`src/rtl/rmii_deframer_pkg.sv`:
```
// Shared types and constants for the RMII receive deframer and its CRC helper.
// Holds the state encoding, the preamble/SFD dibit codes and the Ethernet CRC-32 constants.
package rmii_deframer_pkg;

  typedef enum logic [1:0] {
    IDLE,
    PREAMBLE,
    DATA,
    DROP
  } state_t;

  localparam logic [1:0]  PREAMBLE_DIBIT   = 2'b01;
  localparam logic [1:0]  SFD_DIBIT        = 2'b11;

  localparam logic [31:0] CRC32_POLYNOMIAL = 32'hEDB88320;
  localparam logic [31:0] CRC32_INITIAL    = 32'hFFFFFFFF;
  // Good-frame residue in conventional (MSB-first) bit order.
  localparam logic [31:0] CRC32_RESIDUE    = 32'hC704DD7B;

  function automatic logic [31:0] bit_reverse32(input logic [31:0] value);
    logic [31:0] result;
    result = '0;
    for (int i = 0; i < 32; i++) begin
      result[i] = value[31-i];
    end
    return result;
  endfunction

endpackage

```
`src/rtl/crc32_byte.sv`:
```
// Combinational one-byte step of the reflected Ethernet CRC-32.
// Shared by the receive deframer and the transmit framer.
module crc32_byte
  import rmii_deframer_pkg::*;
(
  input  logic [31:0] crc_in,
  input  logic [7:0]  data,
  output logic [31:0] crc_out
);

  always_comb begin
    crc_out = crc_in ^ {24'h000000, data};
    for (int i = 0; i < 8; i++) begin
      crc_out = crc_out[0] ? ((crc_out >> 1) ^ CRC32_POLYNOMIAL) : (crc_out >> 1);
    end
  end

endmodule

```
`src/rtl/rmii_receive_deframer.sv`:
```
// RMII receive front end: strips preamble/SFD, assembles bytes into {last, byte} beats,
// and flags each frame good or bad on length and CRC-32 with an end-of-frame pulse.
module rmii_receive_deframer
  import rmii_deframer_pkg::*;
#(
  parameter int MIN_PREAMBLE_DIBITS = 8,
  parameter int MIN_FRAME_BYTES     = 64,
  parameter int MAX_FRAME_BYTES     = 1518
) (
  input  logic       clock,
  input  logic       reset,
  input  logic [1:0] rmii_receive_data,
  input  logic       rmii_receive_data_enable,
  input  logic       rmii_receive_data_error,
  output logic [8:0] receive_data,
  output logic       receive_data_valid,
  output logic       frame_done,
  output logic       frame_error
);

  localparam int BYTE_COUNT_WIDTH     = $clog2(MAX_FRAME_BYTES + 1);
  localparam int PREAMBLE_COUNT_WIDTH = $clog2(MIN_PREAMBLE_DIBITS + 1);

  state_t                          state_reg;
  logic [PREAMBLE_COUNT_WIDTH-1:0] preamble_count_reg;
  logic [PREAMBLE_COUNT_WIDTH-1:0] preamble_count;
  logic [1:0]                      dibit_count_reg;
  logic [5:0]                      shift_reg;
  logic [7:0]                      shift_next;
  logic [BYTE_COUNT_WIDTH-1:0]     byte_count_reg;
  logic [7:0]                      hold_reg;
  logic                            hold_valid_reg;
  logic [31:0]                     crc_reg;
  logic [31:0]                     crc_next;
  logic                            byte_complete;
  logic                            overflow;
  logic                            preamble_met;
  logic                            frame_bad;

  assign shift_next    = {rmii_receive_data, shift_reg};
  assign byte_complete = (dibit_count_reg == 2'd3);
  assign overflow      = byte_complete && (byte_count_reg >= BYTE_COUNT_WIDTH'(MAX_FRAME_BYTES));
  // The dibit that wakes IDLE is judged as the first preamble dibit.
  assign preamble_count = (state_reg == PREAMBLE) ? preamble_count_reg : '0;
  assign preamble_met   = (preamble_count >= PREAMBLE_COUNT_WIDTH'(MIN_PREAMBLE_DIBITS));
  assign frame_bad = (dibit_count_reg != 2'd0)
                  || (byte_count_reg < BYTE_COUNT_WIDTH'(MIN_FRAME_BYTES))
                  || (bit_reverse32(crc_reg) != CRC32_RESIDUE)
                  || !hold_valid_reg;

  crc32_byte u_crc32_byte (
    .crc_in  (crc_reg),
    .data    (shift_next),
    .crc_out (crc_next)
  );

  always_ff @(posedge clock) begin
    if (reset) begin
      state_reg          <= IDLE;
      preamble_count_reg <= '0;
      dibit_count_reg    <= '0;
      shift_reg          <= '0;
      byte_count_reg     <= '0;
      hold_reg           <= '0;
      hold_valid_reg     <= 1'b0;
      crc_reg            <= CRC32_INITIAL;
      receive_data       <= '0;
      receive_data_valid <= 1'b0;
      frame_done         <= 1'b0;
      frame_error        <= 1'b0;
    end else begin
      receive_data_valid <= 1'b0;
      frame_done         <= 1'b0;
      frame_error        <= 1'b0;
      case (state_reg)
        IDLE, PREAMBLE: begin
          dibit_count_reg <= '0;
          shift_reg       <= '0;
          byte_count_reg  <= '0;
          hold_valid_reg  <= 1'b0;
          crc_reg         <= CRC32_INITIAL;
          if (!rmii_receive_data_enable) begin
            state_reg          <= IDLE;
            preamble_count_reg <= '0;
          end else if (rmii_receive_data_error) begin
            state_reg <= DROP;
          end else if (rmii_receive_data == PREAMBLE_DIBIT) begin
            state_reg          <= PREAMBLE;
            preamble_count_reg <= preamble_met ? preamble_count : preamble_count + 1'b1;
          end else if (rmii_receive_data == SFD_DIBIT && preamble_met) begin
            state_reg <= DATA;
          end else begin
            state_reg <= DROP;
          end
        end

        DATA: begin
          if (!rmii_receive_data_enable) begin
            state_reg   <= IDLE;
            frame_done  <= 1'b1;
            frame_error <= frame_bad;
            if (hold_valid_reg) begin
              receive_data       <= {1'b1, hold_reg};
              receive_data_valid <= 1'b1;
            end
          end else if (rmii_receive_data_error || overflow) begin
            // Any byte completing in this cycle is discarded.
            state_reg   <= DROP;
            frame_done  <= 1'b1;
            frame_error <= 1'b1;
            if (hold_valid_reg) begin
              receive_data       <= {1'b1, hold_reg};
              receive_data_valid <= 1'b1;
            end
          end else begin
            shift_reg       <= shift_next[7:2];
            dibit_count_reg <= dibit_count_reg + 2'd1;
            if (byte_complete) begin
              crc_reg        <= crc_next;
              hold_reg       <= shift_next;
              hold_valid_reg <= 1'b1;
              if (byte_count_reg < BYTE_COUNT_WIDTH'(MAX_FRAME_BYTES)) begin
                byte_count_reg <= byte_count_reg + 1'b1;
              end
              if (hold_valid_reg) begin
                receive_data       <= {1'b0, hold_reg};
                receive_data_valid <= 1'b1;
              end
            end
          end
        end

        DROP: begin
          if (!rmii_receive_data_enable) begin
            state_reg <= IDLE;
          end
        end

        default: state_reg <= IDLE;
      endcase
    end
  end

endmodule

```
`config.mk`:
```
export PLATFORM = sky130hd
export DESIGN_NAME = rmii_receive_deframer
export DESIGN_NICKNAME = d
export VERILOG_FILES = /design/src/rtl/rmii_deframer_pkg.sv /design/src/rtl/crc32_byte.sv /design/src/rtl/rmii_receive_deframer.sv
export SDC_FILE = /design/constraint.sdc
export NUM_CORES = 1
export LEC_CHECK = 0
export BUFFER_PORTS_ARGS = -buffer_cell sky130_fd_sc_hd__buf_2
export CORE_UTILIZATION = 39
export CTS_CLUSTER_DIAMETER = 40
export DETAILED_ROUTE_END_ITERATION = 10
export GPL_TIMING_DRIVEN = 0
export PLACE_DENSITY_LB_ADDON = 0.1
export RECOVER_POWER = 25
export SYNTH_ARGS = -nofsm -noshare
export SYNTH_HDL_FRONTEND = slang
export SYNTH_HIERARCHICAL = 1
export SYNTH_SLANG_ARGS = --single-unit
export TNS_END_PERCENT = 50
```
`constraint.sdc`:
```
create_clock -name clock -period 5.6 [get_ports clock]
set_input_delay 0.28 -clock clock [delete_from_list [all_inputs] [get_ports clock]]
set_output_delay 0.28 -clock clock [all_outputs]
set_load 0.02 [all_outputs]
```
==> results_tabular.tex <==
\begin{tabular}{lr}
\hline
Metric & Value \\
\hline
\multicolumn{2}{l}{\textbf{Floorplan}} \\
\quad Starting density of the core & 40.7\% \\
\quad Full die area & between 0.01 and 0.015 mm² \\
\quad Horizontal extent of the die & slightly above 100 µm \\
\quad Chip Height & just over 100 µm \\
\quad Count of standard-cell rows & 36 \\
\quad Boundary Pins & 18 \\
\quad Core Footprint & slightly below 0.01 mm² \\
\multicolumn{2}{l}{\textbf{Synthesis}} \\
\quad Cells taking the most area after synthesis & sky130\_fd\_sc\_hd\_\_dfxtp\_1 (39\%), sky130\_fd\_sc\_hd\_\_o22a\_1 (7.0\%), sky130\_fd\_sc\_hd\_\_xnor2\_1 (5.7\%) \\
\quad Total of flip-flops plus latches after synthesis & 78 \\
\quad Proportion of netlist area held by the largest area contributor & between 30 and 40\% \\
\quad Syn Nets & 365 \\
\quad Gate count of the mapped netlist & 354 \\
\quad Avg Inst Size Synth & between 10 and 15 µm² \\
\quad Flip-flop cell with the highest count after synthesis & sky130\_fd\_sc\_hd\_\_dfxtp\_1 \\
\quad Count of flip-flops with a built-in enable after synthesis & 0 \\
\quad Netlist area before placement & approximately 0.0040 mm² \\
\quad Most area-hungry cell type in the Yosys netlist & sky130\_fd\_sc\_hd\_\_dfxtp\_1 \\
\quad Yosys warnings & 6 \\
\quad Number of distinct standard cells referenced by the synthesized netlist & 61 \\
\quad Share of synthesized area occupied by flip-flops and latches & about 39\% \\
\quad Post-synthesis async set-or-reset flop share & 0\% \\
\multicolumn{2}{l}{\textbf{Power}} \\
\quad Sequential fraction of design power & 53.1\% \\
\quad Cell Pwr Density & roughly 240 mW/mm² \\
\quad Internal Dissipation & 792 µW \\
\quad IR Drop Worst-Case VDD & 151 µV \\
\quad Comb pwr share & 5.4\% \\
\quad Switching part of the total power & 24.5\% \\
\quad Clk pwr share & roughly two fifths \\
\quad Leakage power figure & 0.00169 µW \\
\quad Sw Pwr & between 200 and 300 µW \\
\quad Overall power after layout & roughly 1000 µW \\
\multicolumn{2}{l}{\textbf{STA}} \\
\quad Endpoints failing hold & 0 \\
\quad Setup repair after global routing missed its margin & no \\
\quad Slew at the pin closest to its max-slew limit & about 0.84 ns \\
\quad Tightest slew margin relative to the limit & around 44\% \\
\quad Count of pins over their slew limit & 0 \\
\quad Final critical-path required period & between 2 and 2.5 ns \\
\quad Final worst-path cycle share & between 30\% and 40\% \\
\quad Setup TNS & 0 ns \\
\quad Count of endpoints failing setup in the final report & 0 \\
\quad Max Freq & about 460 MHz \\
\quad Maximum clock skew at final layout & $\sim$0.0094 ns \\
\multicolumn{2}{l}{\textbf{Detailed routing}} \\
\quad Number of search-and-repair iterations in the first detailed-routing pass & 4 \\
\quad Drt via density & around 5.3 \\
\quad Detailed-route wire length per cell & about 16 µm \\
\quad Wirelength, routed & about 8500 µm \\
\quad Number of design-rule violations left by the first detailed-router iteration & 61 \\
\quad Total number of vias & $\sim$2,700 \\
\quad Post-DRT Antenna Nets & 0 \\
\quad Number of design rule violations left after detail routing & 0 \\
\multicolumn{2}{l}{\textbf{Global route}} \\
\quad Total Routing Usage GR & between 10\% and 20\% \\
\quad Pin count of the biggest net entering global routing & 16 \\
\quad Antenna violations before repair & 0 \\
\quad Number of global-route vias before repair & $\sim$2,700 \\
\quad Remaining Overflow, GRT & 0 \\
\quad Global-route wire length before repair & about 14,000 µm \\
\multicolumn{2}{l}{\textbf{Critical path}} \\
\quad Reg-to-reg endpoint & crc\_reg[26] \\
\quad Worst endpoint required time & 5.85 ns \\
\quad Worst-case reg-to-reg path depth & 4 \\
\quad End point of the critical path & crc\_reg[26] \\
\quad Critical Path AT & $\sim$2.4 ns \\
\quad Critical path fanouts, max & 6 \\
\quad Start point of the critical path & shift\_reg[2] \\
\quad Crit path kind & reg2reg \\
\quad R2r startpoint & shift\_reg[2] \\
\quad Setup slack, reg-to-reg & $\sim$3.4 ns \\
\quad Type of element launching the critical path & flip-flop \\
\quad Type of destination of the critical path & flip-flop \\
\multicolumn{2}{l}{\textbf{Clock tree}} \\
\quad TritonCTS clock tree & done \\
\quad Total number of H-tree levels & 3 \\
\quad Post-CTS clock slew at the launch and capture registers of the worst setup and hold paths & around 0.090 ns \\
\quad Sinks on Clock Net & between 70 and 80 \\
\quad Skew-Pair Late Insertion Delay & 0.35 ns \\
\quad Post-cts repair resize count & 0 \\
\quad Worst-case clock buffer depth & 2 \\
\quad Postcts setup bufs & 0 \\
\quad Cell at the root of the clock tree & sky130\_fd\_sc\_hd\_\_clkbuf\_8 \\
\quad TritonCTS buffer count & 9 \\
\quad Number of hold buffers added after cts & 0 \\
\multicolumn{2}{l}{\textbf{Placement}} \\
\quad Total half-perimeter wirelength after legalization and detailed placement & approximately 6300 µm \\
\quad Count of input and output buffers & 17 \\
\quad Routability congestion estimate from global placement & roughly 0.76 \\
\multicolumn{2}{l}{\textbf{Layout}} \\
\quad Layout cell share with drive strength beyond 1 & a little over an eighth \\
\quad Flip-flop count of the largest register, all copies and words added & 32 \\
\quad Count of fill cells added during filler insertion & 939 \\
\quad Number of diodes & 0 \\
\quad \# nets final & around 400 \\
\quad Layout overhead on the synthesized area & 10.8\% \\
\multicolumn{2}{l}{\textbf{Outcome}} \\
\quad Run status & finished clean \\
\multicolumn{2}{l}{\textbf{Flow run}} \\
\quad Maxcap violations & 0 \\
\multicolumn{2}{l}{\textbf{Hold path}} \\
\quad Type of the tightest min-delay check & in2reg \\
\hline
\end{tabular}
-- power by group through the flow --
stage | Sequential (µW) | Clock (µW) | Combinational (µW)
after detailed placement | 570 | 0 | 57.0
after CTS | 557 | 456 | 57.4
after global placement | 570 | 0 | 56.8
final | 557 | 435 | 56.3
after global routing | 558 | 477 | 61.6
after floorplan | 571 | 0 | 40.2
-- Yosys cell counts (all sizes together) (7+ instances only) --
library cell / count
nand2: 9
xnor3: 12
dfxtp: 78
xor2: 7
inv: 8
a21oi: 7
xor3: 8
a22o: 7
o22a: 32
mux2i: 17
buf: 12
xnor2: 36
nor2: 28
nand4: 8
-- cell usage in the layout (no fill, tap or decap), types with 6 or more instances in the layout --
| cell | synthesis | final |
|---|---|---|
| sky130_fd_sc_hd__clkbuf_8 | 0 | 9 |
| sky130_fd_sc_hd__clkbuf_1 | 4 | 17 |
| sky130_fd_sc_hd__a22o_1 | 7 | 7 |
| sky130_fd_sc_hd__inv_1 | 8 | 8 |
| sky130_fd_sc_hd__nand2_1 | 9 | 9 |
| sky130_fd_sc_hd__dfxtp_1 | 78 | 78 |
| sky130_fd_sc_hd__mux2i_1 | 17 | 17 |
| sky130_fd_sc_hd__xnor2_2 | 8 | 8 |
| sky130_fd_sc_hd__nor2_1 | 28 | 28 |
| sky130_fd_sc_hd__buf_2 | 5 | 9 |
| sky130_fd_sc_hd__nand4_1 | 8 | 8 |
| sky130_fd_sc_hd__xnor2_1 | 26 | 26 |
| sky130_fd_sc_hd__nand2b_1 | 6 | 6 |
| sky130_fd_sc_hd__xnor3_1 | 10 | 10 |
| sky130_fd_sc_hd__o22a_1 | 32 | 32 |
| sky130_fd_sc_hd__or4_1 | 6 | 6 |
| sky130_fd_sc_hd__a21oi_1 | 7 | 7 |
| sky130_fd_sc_hd__xor2_1 | 7 | 7 |
| sky130_fd_sc_hd__xor3_1 | 6 | 6 |
-- worst min path at each step --
stage | slack (ns) | cells past startpoint | from | endpoint
after global placement | 0.47 | 2 | receive_data[8] | receive_data[8]
after detailed placement | 0.48 | 2 | receive_data[8] | receive_data[8]
after CTS | 0.25 | 2 | rmii_receive_data[0] | shift_reg[4]
after global routing | 0.26 | 2 | rmii_receive_data[1] | shift_reg[5]
after floorplan | 0.41 | 1 | rmii_receive_data[0] | shift_reg[4]
final | 0.26 | 2 | rmii_receive_data[1] | shift_reg[5]
-- per-layer routing --
metal  global-route usage (%)  routed length [µm]  part of all wire (%)  up-vias
li1                         -                   -                     -     1374
met1                     23.7                4130                    48     1321
met2                     29.5                4040                    47       37
met3                     3.63                 243                   2.9       11
met4                     6.28                 108                   1.3        0
met5                        0                   0                     0        -
-- stage by stage --
stage	instances	setup WS [ns]	cell area, µm²	hold WS, ns	utilization, %
3_5_place_dp	504	3.43	4270	0.476	43.3
5_1_grt	520	3.32	4450	0.257	45.1
4_1_cts	520	3.43	4470	0.245	45.3
2_1_floorplan	354	3.72	4020	0.406	-
3_3_place_gp	504	3.40	4270	0.466	43.3
6_report	520	3.42	4450	0.264	45.1
-- kinds of logic (layout without fill, tap and decap cells) --
kind of cell    Yosys count  count (layout)  share of synthesized area [%]
compound gates           78              78                           15.7
simple gates             88              88                           12.5
buf+inv                  24              57                           3.33
mux                      18              18                           4.52
flops                    78              78                           38.9
xor+xnor                 63              63                           23.5
fa+ha+maj                 5               5                           1.56
-- final cells by class --
cell class | count | area (µm²) | area share [%]
plain buffers | 16 | 103 | 2.31
well taps | 133 | 166 | 3.74
inverters | 8 | 30.0 | 0.675
flip-flops and latches | 78 | 1560 | 35.1
clock buffers | 9 | 124 | 2.79
clock inverters | 7 | 81.3 | 1.83
repair buffers | 17 | 70.1 | 1.58
multi-input cells | 252 | 2310 | 52.0
-- worst max-delay path, stage by stage (launching register included) --
cell and delay [ns]:
sky130_fd_sc_hd__dfxtp_1 0.38, sky130_fd_sc_hd__xnor2_1 0.70, sky130_fd_sc_hd__xnor2_2 0.30, sky130_fd_sc_hd__xnor3_1 0.47, sky130_fd_sc_hd__o22a_1 0.21
(Power assumes the default switching activity.)
